File: src/rtl/countdown_scheduler.sv
// Shared dw-bit countdown resource, granted round-robin to one of NREQ requesters at a time.
// Each granted job loads its latched length, counts down to zero and pulses done to its owner.
module countdown_scheduler #(
    parameter int unsigned NREQ = 4,
    parameter int unsigned dw   = 8
) (
    input  logic                 clk,
    input  logic                 reset,
    input  logic [NREQ-1:0]      req,
    input  logic [NREQ*dw-1:0]   req_len,
    input  logic                 pause,
    input  logic                 abort,
    output logic [NREQ-1:0]      gnt,
    output logic [NREQ-1:0]      done,
    output logic                 busy,
    output logic [dw-1:0]        count
);

    localparam int unsigned IW = (NREQ > 1) ? $clog2(NREQ) : 1;

    typedef enum logic [1:0] {
        StIdle,
        StLoad,
        StRun,
        StDone
    } state_e;

    state_e             state_q, state_d;
    logic [IW-1:0]      idx_q, idx_d;
    logic [IW-1:0]      last_q, last_d;
    logic [dw-1:0]      len_q, len_d;
    logic [dw-1:0]      count_q, count_d;
    logic [NREQ-1:0]    gnt_q, gnt_d;
    logic [NREQ-1:0]    done_q, done_d;
    logic               busy_q, busy_d;

    logic               pick_valid;
    logic [IW-1:0]      pick_idx;
    logic [IW:0]        cand;

    // Round-robin search starting just after the last owner; one extra bit avoids overflow
    // before the modulo fold.
    always_comb begin
        pick_valid = 1'b0;
        pick_idx   = '0;
        cand       = '0;
        for (int unsigned k = 1; k <= NREQ; k++) begin
            cand = {1'b0, last_q} + (IW+1)'(k);
            if (cand >= (IW+1)'(NREQ)) begin
                cand = cand - (IW+1)'(NREQ);
            end
            if (!pick_valid && req[cand[IW-1:0]]) begin
                pick_valid = 1'b1;
                pick_idx   = cand[IW-1:0];
            end
        end
    end

    // State register
    always_ff @(posedge clk) begin
        if (reset) begin
            state_q <= StIdle;
            idx_q   <= '0;
            last_q  <= IW'(NREQ - 1);
            len_q   <= '0;
            count_q <= '0;
            gnt_q   <= '0;
            done_q  <= '0;
            busy_q  <= 1'b0;
        end else begin
            state_q <= state_d;
            idx_q   <= idx_d;
            last_q  <= last_d;
            len_q   <= len_d;
            count_q <= count_d;
            gnt_q   <= gnt_d;
            done_q  <= done_d;
            busy_q  <= busy_d;
        end
    end

    // Next-state and datapath
    always_comb begin
        state_d = state_q;
        idx_d   = idx_q;
        last_d  = last_q;
        len_d   = len_q;
        count_d = count_q;
        case (state_q)
            StIdle: begin
                if (pick_valid) begin
                    idx_d   = pick_idx;
                    len_d   = req_len[pick_idx * dw +: dw];
                    state_d = StLoad;
                end
            end
            StLoad: begin
                count_d = len_q;
                state_d = (len_q == '0) ? StDone : StRun;
            end
            StRun: begin
                if (abort || !req[idx_q]) begin
                    state_d = StIdle;
                    count_d = '0;
                    last_d  = idx_q;
                end else if (!pause) begin
                    if (count_q != '0) begin
                        count_d = count_q - dw'(1);
                    end
                    if (count_q <= dw'(1)) begin
                        state_d = StDone;
                    end
                end
            end
            StDone: begin
                last_d  = idx_q;
                state_d = StIdle;
            end
            default: begin
                state_d = StIdle;
            end
        endcase
    end

    // Outputs are registered, so they are derived from the upcoming state and owner.
    always_comb begin
        gnt_d  = '0;
        done_d = '0;
        busy_d = (state_d != StIdle);
        if (busy_d) begin
            gnt_d[idx_d] = 1'b1;
        end
        if (state_d == StDone) begin
            done_d[idx_d] = 1'b1;
        end
    end

    assign gnt   = gnt_q;
    assign done  = done_q;
    assign busy  = busy_q;
    assign count = count_q;

    a_gnt_onehot0 : assert property (@(posedge clk) disable iff (reset) $onehot0(gnt_q));
    a_done_onehot0 : assert property (@(posedge clk) disable iff (reset) $onehot0(done_q));
    a_done_owned : assert property (@(posedge clk) disable iff (reset)
        ((done_q & ~gnt_q) == '0));

endmodule

File: config.mk
export PLATFORM = sky130hd
export DESIGN_NAME = countdown_scheduler
export DESIGN_NICKNAME = d
export VERILOG_FILES = /design/src/rtl/countdown_scheduler.sv
export SDC_FILE = /design/constraint.sdc
export NUM_CORES = 1
export LEC_CHECK = 0
export BUFFER_PORTS_ARGS = -buffer_cell sky130_fd_sc_hd__buf_4
export CAP_MARGIN = 20
export CORE_ASPECT_RATIO = 0.8
export CORE_MARGIN = 2
export CORE_UTILIZATION = 40
export CTS_BUF_LIST = sky130_fd_sc_hd__clkbuf_8
export DETAILED_ROUTE_END_ITERATION = 8
export GPL_TIMING_DRIVEN = 0
export PLACE_DENSITY = 0.77
export SETUP_SLACK_MARGIN = 0.5
export SYNTH_ARGS = -nofsm -noshare
export SYNTH_HDL_FRONTEND = slang
export SYNTH_SLANG_ARGS = --single-unit
File: constraint.sdc
create_clock -name clk -period 1.9 [get_ports clk]
set_clock_uncertainty 0.2 [all_clocks]
set_input_delay 0.095 -clock clk [delete_from_list [all_inputs] [get_ports clk]]
set_output_delay 0.095 -clock clk [all_outputs]
set_load 0.02 [all_outputs]
# Yosys cells after proc, flatten, opt, wreduce, memory -nomap -nowiden
# Index checks and enable logic that the tools add are counted.
[word_totals]
reg_bits = 31
inputBits = 40
wordCells = 97
[op_classes]
addsub = 9
n_lt_le_gt_ge = 12
n_eq_ne = 7
n_shift = 1
mux = 38
bitwise_logic = 2
n_reduce_logical = 20
[op_table]
columns = ["cell", "count"]
rows = [
  ["$shiftx A32 B6 Y8", 1],
  ["$mux W2", 15],
  ["$mux W8", 3],
  ["$lt A2 B3 Y1 const B", 6],
  ["$pmux W8 S2", 1],
  ["$ge A3 B3 Y1 const B", 4],
  ["$mux W1", 11],
  ["$bmux W1 S2", 5],
  ["$le A8 B1 Y1 const B", 1],
  ["$logic_not A8 Y1", 1],
  ["$pmux W2 S4", 1],
  ["$reduce_bool A8 Y1", 1],
  ["$sub A2 B1 Y2 const B", 4],
  ["$sub A8 B1 Y8 const B", 1],
  ["$add A2 B2 Y3 const B", 2],
  ["$eq A2 B2 Y1 const B", 3],
  ["$ne A3 B3 Y1 const B", 2],
  ["$reduce_bool A2 Y1", 3],
  ["$logic_and A1 B1 Y1", 4],
  ["$logic_not A1 Y1", 4],
  ["$pmux W2 S2", 1],
  ["$reduce_and A2 Y1", 2],
  ["$reduce_or A2 Y1", 2],
  ["$add A2 B1 Y3 const B", 1],
  ["other kinds (9)", 10],
]

# Depth between registers and ports, before layout
# Gate-level depths: netlist of the first run.
[logic_depth]
word_depth = 21
mapped_depth = 7

# Least setup slack after synthesis of the first run
# OpenSTA, ideal clock, no wires.
[synth_path]
path_kind = "flip-flop to flip-flop"
startpoint = "register count_q[0] (netlist: count[0])"
endpoint = "register count_q[6] (netlist: count[6])"
setup_time_ns = 0.103
arrival_time_ns = 1.799
path_slack_ns = -0.203
stages_incl_launch_ff = 7
n_path_buf = 0
path_cell_list = "dfxtp_1 > inv_1 > ha_1 > a31oi_1 > nor2_1 > o311a_1 > a2111oi_2"
[synth_between]
elab_chain_len = 5
elab_cells_between_ends = 8
cone_classes = "add/sub: 1; eq/ne: 1; mux: 4; reduce/logical: 2"
[synth_lines]
columns = ["element", "line", "text"]
rows = [
  ["start: declaration", "32", "logic [dw-1:0] count_q, count_d;"],
  ["start signal: assignment", "75", "count_q <= count_d;"],
  ["$sub A8 B1 Y8", "108", "count_d = count_q - dw'(1);"],
  ["$mux W8", "107", "if (count_q != '0) begin"],
  ["$mux W8", "106", "end else if (!pause) begin"],
  ["$mux W8", "102", "if (abort || !req[idx_q]) begin"],
  ["$pmux W8 S2", "89", "case (state_q)"],
]
# Parallel ways exist; a longest one is shown, timed or not. The select of a mux whose other input is x is not followed.
# A chain may end at the register's enable or synchronous reset.

# Worst setup path after layout of the first run
[layout_path]
startpoint = "register count_q[2] (netlist: count[2])"
endpoint = "register count_q[6] (netlist: count[6])"
# The elaborated chain is that of the path after synthesis.

==> results of run 1 <==
synth_stat cells (all sizes together) (3+ instances only):
| library cell | count | area share [%] |
|---|---|---|
| a2111oi | 6 | 3.2 |
| or3 | 4 | 1.7 |
| a21oi | 4 | 1.1 |
| dfxtp | 31 | 34 |
| buf | 4 | 1.1 |
| a211oi | 5 | 2.1 |
| nand2 | 17 | 3.5 |
| nor3 | 11 | 3.0 |
| nor2b | 3 | 1.0 |
| o221ai | 3 | 1.4 |
| a21o | 3 | 1.2 |
| clkbuf | 6 | 1.2 |
| nand2b | 9 | 3.1 |
| a31oi | 10 | 3.4 |
| mux2i | 13 | 7.1 |
| o21ai | 10 | 2.7 |
| nor2 | 22 | 4.5 |
| inv | 11 | 2.3 |
| o311a | 3 | 1.6 |
| nand3 | 5 | 1.4 |
| o21a | 3 | 1.2 |
final cells by class:
type                       instances  area, um^2  share of cell area (%)
sequential                        31       651.9                   19.83
inverter                          11       41.29                   1.256
buffer                            10       90.09                   2.741
multi-input combinational        167        1516                   46.14
timing repair buffer              99       828.3                   25.20
tap                               57       71.32                   2.170
clock buffer                       6       82.58                   2.512
clock inverter                     1       5.005                  0.1523
layout by cell type, fill, tap and decap left out, types with 4 or more instances in the layout:
| cell type | n |
|---|---|
| inv_1 | 10 |
| dfxtp_2 | 4 |
| nor2_2 | 4 |
| dfxtp_4 | 7 |
| nor3_2 | 5 |
| nor2_1 | 17 |
| a21oi_1 | 4 |
| clkbuf_8 | 6 |
| buf_4 | 72 |
| mux2i_1 | 12 |
| a31oi_1 | 8 |
| o21ai_0 | 5 |
| dfxtp_1 | 20 |
| nand2_1 | 16 |
| dlygate4sd3_1 | 23 |
| nand2b_1 | 7 |
| a2111oi_4 | 5 |
| nand3_1 | 5 |
| buf_6 | 5 |
logic make-up (layout without fill, tap and decap cells):
logic type	Yosys count	in the layout	synth area share [%]
buffers and inverters	21	127	4.602
and+or+nand+nor	86	86	25.07
DFF	31	31	34.07
muxes	15	15	8.585
AOI/OAI and AO/OA	63	63	25.82
adders and majority gates	2	2	1.373
xor gates and xnor gates	1	1	0.4809
sequential cells by signal, indices dropped and copies added, names as in the netlist:
name     cells
busy         1
count        8
done         4
gnt          4
idx_q        2
last_q       2
len_q        8
state_q      2
through the flow:
step           instance area, um^2  worst slack (ps)  TNS [ps]  utilization [%]  std cells
6_report                      3287            -13.29    -28.64            76.75        382
5_1_grt                       3287            -68.56    -331.5            76.75        382
4_1_cts                       3118             25.63         0            72.80        376
3_5_place_dp                  2511            -118.4    -524.0            58.63        332
3_3_place_gp                  2511            -123.6    -539.1            58.63        332
2_1_floorplan                 2019             82.38         0                -        219
timing repair:
action	CTS	global route
setup endpoints to repair	31	31
setup buffers	14	6
endpoints found under the hold margin	18	1
gates resized for setup	39	29
pin swaps	19	19
worst paths after layout:
path	start	to	slack, ps	depth (start not counted)
min	pause	count[0]$_SDFFE_PP0P_	-60	4
max reg2reg	count[2]$_SDFFE_PP0P_	count[6]$_SDFFE_PP0P_	-10	5
max	count[2]$_SDFFE_PP0P_	count[6]$_SDFFE_PP0P_	-10	5
min reg2reg	last_q[0]$_SDFFE_PP1P_	last_q[0]$_SDFFE_PP1P_	330	2
power by group through the flow:
| stage | clock network [W] | registers (W) | logic (W) |
|---|---|---|---|
| after detailed placement | 0 | 0.000850 | 0.000906 |
| final | 0.000548 | 0.000867 | 0.00130 |
| after global placement | 0 | 0.000848 | 0.000895 |
| after floorplan | 0 | 0.000873 | 0.000612 |
| after global routing | 0.000580 | 0.000876 | 0.00137 |
| after CTS | 0.000539 | 0.000846 | 0.00113 |
tightest hold or removal path, delay by kind of cell:
family          cells  cell delay, ps
compound gates      2             120
buf+inv             1             100
simple gates        1              80
per-layer routing:
metal | global-route usage (%) | routed length (um) | up-vias
met2 | 42.86 | 3419 | 146
li1 | - | - | 1037
met3 | 4.520 | 543 | 31
met4 | 9.483 | 195 | 0
met1 | 33.36 | 2969 | 1084
met5 | 0 | 0 | -
==> flow_metrics.env, run 1 <==
export IMPL_tritoncts="done"
export IMPL_rsz0062_at_grt="yes"
export IMPL_clock_latency_ps=290
export IMPL_power_leakage_nw=1.375
export IMPL_tightestPinTransition_ps=846.3
export IMPL_routed_wl_mm=7.126
export IMPL_crit_fanout=4
export IMPL_grt_max_degree=11
export IMPL_cts_path_max_buffers=2
export IMPL_nets=367
export IMPL_postSynthCellCount=219
export IMPL_grt_pass1_vias=2098
export IMPL_core_area_um2=4283
export IMPL_setup_viol=4
export IMPL_synth_net_count=261
export IMPL_hold_viol_final=1
export IMPL_yosysUniqueCellTypes=53
export IMPL_drt_iter0_markers=227
export IMPL_yosys_warnings=0
export IMPL_min_period_ps=1913
export IMPL_pin_count=57
export IMPL_place_congestion=0.9033
export IMPL_fp_dieW_um=79.45
export IMPL_max_stage_delay_ps=420
export IMPL_status="finished with violations"
export IMPL_slowest_stage="or3_4"
export IMPL_fillers=250
export IMPL_synth_edf_count=0
export IMPL_viasPerCell=6.016
export IMPL_ys_seq_elements=31
export IMPL_min_period_over_period_pct=100.7
export IMPL_root_buffer="clkbuf_8"
export IMPL_worstSetupPathType="reg -> reg"
export IMPL_crit_required_ps=1880
export IMPL_dr_pass1_iters=6
export IMPL_finalMaxSlewViolations=0
export IMPL_die_h_um=64.36
export IMPL_fmax_mhz=522.7
export IMPL_pwr_share_clk_pct=20.2
export IMPL_cp_num_buf_inv=0
export IMPL_synthArstFlopShare_pct=0
export IMPL_power_density_nw_per_um2=825.8
export IMPL_rows=21
export IMPL_numPortBuffers=56
export IMPL_cts_sinks=31
export IMPL_wire_per_inst_um=18.65
export IMPL_p_sw_share_pct=38.53
export IMPL_power_w=0.002714
export IMPL_area_growth_pct=80.43
export IMPL_p_switching_w=0.001046
export IMPL_startpoint_type="flop"
export IMPL_seq_area_frac_synth_pct=34.07
export IMPL_vdd_ir_drop_worst_mv=0.5170
export IMPL_htreeDepth=2
export IMPL_avgSynthCellArea_um2=8.318
export IMPL_hold_slack_ps=-61.85
export IMPL_ant_nets=0
export IMPL_crit_arrival_ps=1900
export IMPL_numCtsBuffers=5
export IMPL_cts_clk_slew_worst_paths_ps=70
export IMPL_cpLargestDelayFamily="simple AND/OR/NAND/NOR gates"
export IMPL_holdCritPathClass="in -> reg"
export IMPL_antenna_found_initial=0
export IMPL_grt_pass1_wl_mm=10.11
export IMPL_holdBufCountCts=23
export IMPL_drive_above_1_share_pct=50.46
export IMPL_sequentialPowerShare_pct=31.9
export IMPL_post_route_drc_count=0
export IMPL_place_hpwl_mm=3.907
export IMPL_num_antenna_cells=0
export IMPL_netlist_area_um2=1822
export IMPL_path_cells="or3_4 -> nor3b_4 -> nand2_1 -> o311a_1 -> a2111oi_2"
export IMPL_power_frac_comb_pct=47.9
export IMPL_end_kind="flop"
export IMPL_failed_checks="hold timing, setup timing"
export IMPL_synthFlopType="dfxtp_1"
export IMPL_relSlewSlack_pct=42.96
export IMPL_start_util_pct=42.54
export IMPL_grt_overflow_total=0
export IMPL_grt_usage_pct=25.79
export IMPL_maxCapViolCount=0
export IMPL_intPower_w=0.001669
export IMPL_die_area_um2=5113
export IMPL_worst_slack_ps=-13.29
export IMPL_num_vias=2298
(Power assumes the default switching activity.)
==> run 2, diff against run 1 <==
Settings changed: PLACE_DENSITY 0.77 to 0.79, SLEW_MARGIN set to 15.
==> flow_metrics.env, run 2 (synthesis gave the netlist of run 1 again) <==
export IMPL_status="finished with violations"
export IMPL_failed_checks="hold timing, setup timing"
export IMPL_final_cells=381
export IMPL_fillers=276
export IMPL_core_area_um2=4283
export IMPL_pin_count=57
export IMPL_crit_required_ps=1900
export IMPL_nets=366
export IMPL_start_util_pct=42.54
export IMPL_grt_max_degree=11
export IMPL_slowest_stage="dfxtp_1"
export IMPL_hold_viol_final=1
export IMPL_crit_fanout=10
export IMPL_crit_arrival_ps=1930
export IMPL_wire_per_inst_um=18.09
export IMPL_antenna_found_initial=0
export IMPL_multi_input_area_um2=1496
export IMPL_max_stage_delay_ps=480
export IMPL_grt_pass1_wl_mm=10.19
export IMPL_place_hpwl_mm=3.914
export IMPL_grt_usage_pct=25.76
export IMPL_ant_nets=0
export IMPL_final_cell_mix="72 x buf_4, 23 x dlygate4sd3_1, 21 x dfxtp_1"
export IMPL_worstSetupPathType="reg -> reg"
export IMPL_min_period_over_period_pct=101.6
export IMPL_grt_overflow_total=0
export IMPL_maxCapViolCount=0
export IMPL_hp_start="pause"
export IMPL_rows=21
export IMPL_area_growth_pct=77.40
export IMPL_fp_dieW_um=79.45
export IMPL_clock_latency_ps=300
export IMPL_crit_path_start="state_q[0]$_SDFF_PP0_"
export IMPL_worst_slack_ps=-31.21
export IMPL_viasPerCell=5.837
export IMPL_holdCritPathClass="in -> reg"
export IMPL_numPortBuffers=56
export IMPL_startpoint_type="flop"
export IMPL_dp_cells=332
export IMPL_cts_clk_slew_worst_paths_ps=70
export IMPL_post_route_drc_count=0
export IMPL_dr_pass1_iters=5
export IMPL_worstReg2RegStart="state_q[0]$_SDFF_PP0_"
export IMPL_hold_slack_ps=-48.41
export IMPL_root_buffer="clkbuf_8"
export IMPL_num_antenna_cells=0
export IMPL_rsz0062_at_grt="yes"
export IMPL_numCtsBuffers=5
export IMPL_min_period_ps=1931
export IMPL_htreeDepth=2
export IMPL_cp_num_buf_inv=1
export IMPL_routed_wl_mm=6.892
export IMPL_finalMaxSlewViolations=0
export IMPL_num_vias=2224
export IMPL_power_density_nw_per_um2=807.7
export IMPL_power_leakage_nw=1.367
export IMPL_die_h_um=64.36
export IMPL_fin_util_pct=75.46
export IMPL_drt_iter0_markers=201
export IMPL_tightestPinTransition_ps=573.0
export IMPL_regArea_um2=645.6
export IMPL_cts_sinks=31
export IMPL_vdd_ir_drop_worst_mv=0.4407
export IMPL_path_cells="clkbuf_4 -> nor2b_4 -> nand4b_1 -> o31a_1 -> or2_4 -> nor3_1"
export IMPL_final_common_cell="buf_4"
export IMPL_cpLargestDelayFamily="simple AND/OR/NAND/NOR gates"
export IMPL_place_congestion=0.9142
export IMPL_end_kind="flop"
export IMPL_cts_path_max_buffers=2
export IMPL_setup_viol=2
export IMPL_grt_pass1_vias=2163
export IMPL_fmax_mhz=517.8
export IMPL_drive_above_1_share_pct=48.15
export IMPL_tritoncts="done"
export IMPL_relSlewSlack_pct=61.54
export IMPL_fin_setup_tns_ps=-41.24
export IMPL_die_area_um2=5113
[run 2: worst register-to-register path, cell delays in order, from the launching register on]
cell and delay [ps]:
dfxtp_1 480, clkbuf_4 280, nor2b_4 190, nand4b_1 110, o31a_1 140, or2_4 260
nor3_1 160
[run 2: final cells by class]
class,instances,share of cell area (%)
Inverter,11,1.278
Sequential cell,31,19.98
Buffer,10,2.865
Clock inverter,2,0.2323
Clock buffer,5,2.129
Tap cell,57,2.207
Multi-Input combinational cell,167,46.30
Timing Repair Buffer,98,25.01
[run 2: final timing paths]
path / end / slack (ps) / cells past startpoint
setup / recovery: done[0]$_SDFF_PP0_ / -30 / 6
hold / removal: count[0]$_SDFFE_PP0P_ / -50 / 4
setup reg to reg: done[0]$_SDFF_PP0_ / -30 / 6
hold reg to reg: last_q[0]$_SDFFE_PP1P_ / 310 / 2
[run 2: layer usage]
metal  vias up  GRT usage [%]  part of all wire [%]  wire length [um]
li1       1032              -                     -                 -
met1      1044          32.96                    41              2820
met2       121          41.70                    49              3354
met3        27          4.802                   7.5               515
met4         0          12.07                   2.9               202
met5         -              0                     0                 0
[run 2: timing repair]
action                                 in CTS  in global routing
resized for setup                          31                 33
pin swaps                                  13                 16
endpoints found under the hold margin      14                  6
setup endpoints to repair                  31                 31
hold buffers                               21                  2
buffers inserted                           15                  4
[run 2: per-stage QoR]
stage	hold slack (ps)	cell area [um^2]	setup WS (ps)	total power [W]
finish	-48.41	3232	-31.21	0.002610
global route	-31.82	3232	-111.0	0.002740
CTS	-58.28	3053	17.65	0.002429
detailed placement	148.1	2511	-102.4	0.001760
global placement	145.4	2511	-62.50	0.001743
floorplan	-12.01	2019	82.38	0.001484
[run 2: power by group]
part           total (W)  switching [W]  internal [W]
Combinational    0.00126       0.000640      0.000617
Clock           0.000492       0.000251      0.000241
Sequential      0.000861       0.000115      0.000746
Total            0.00261        0.00101       0.00160
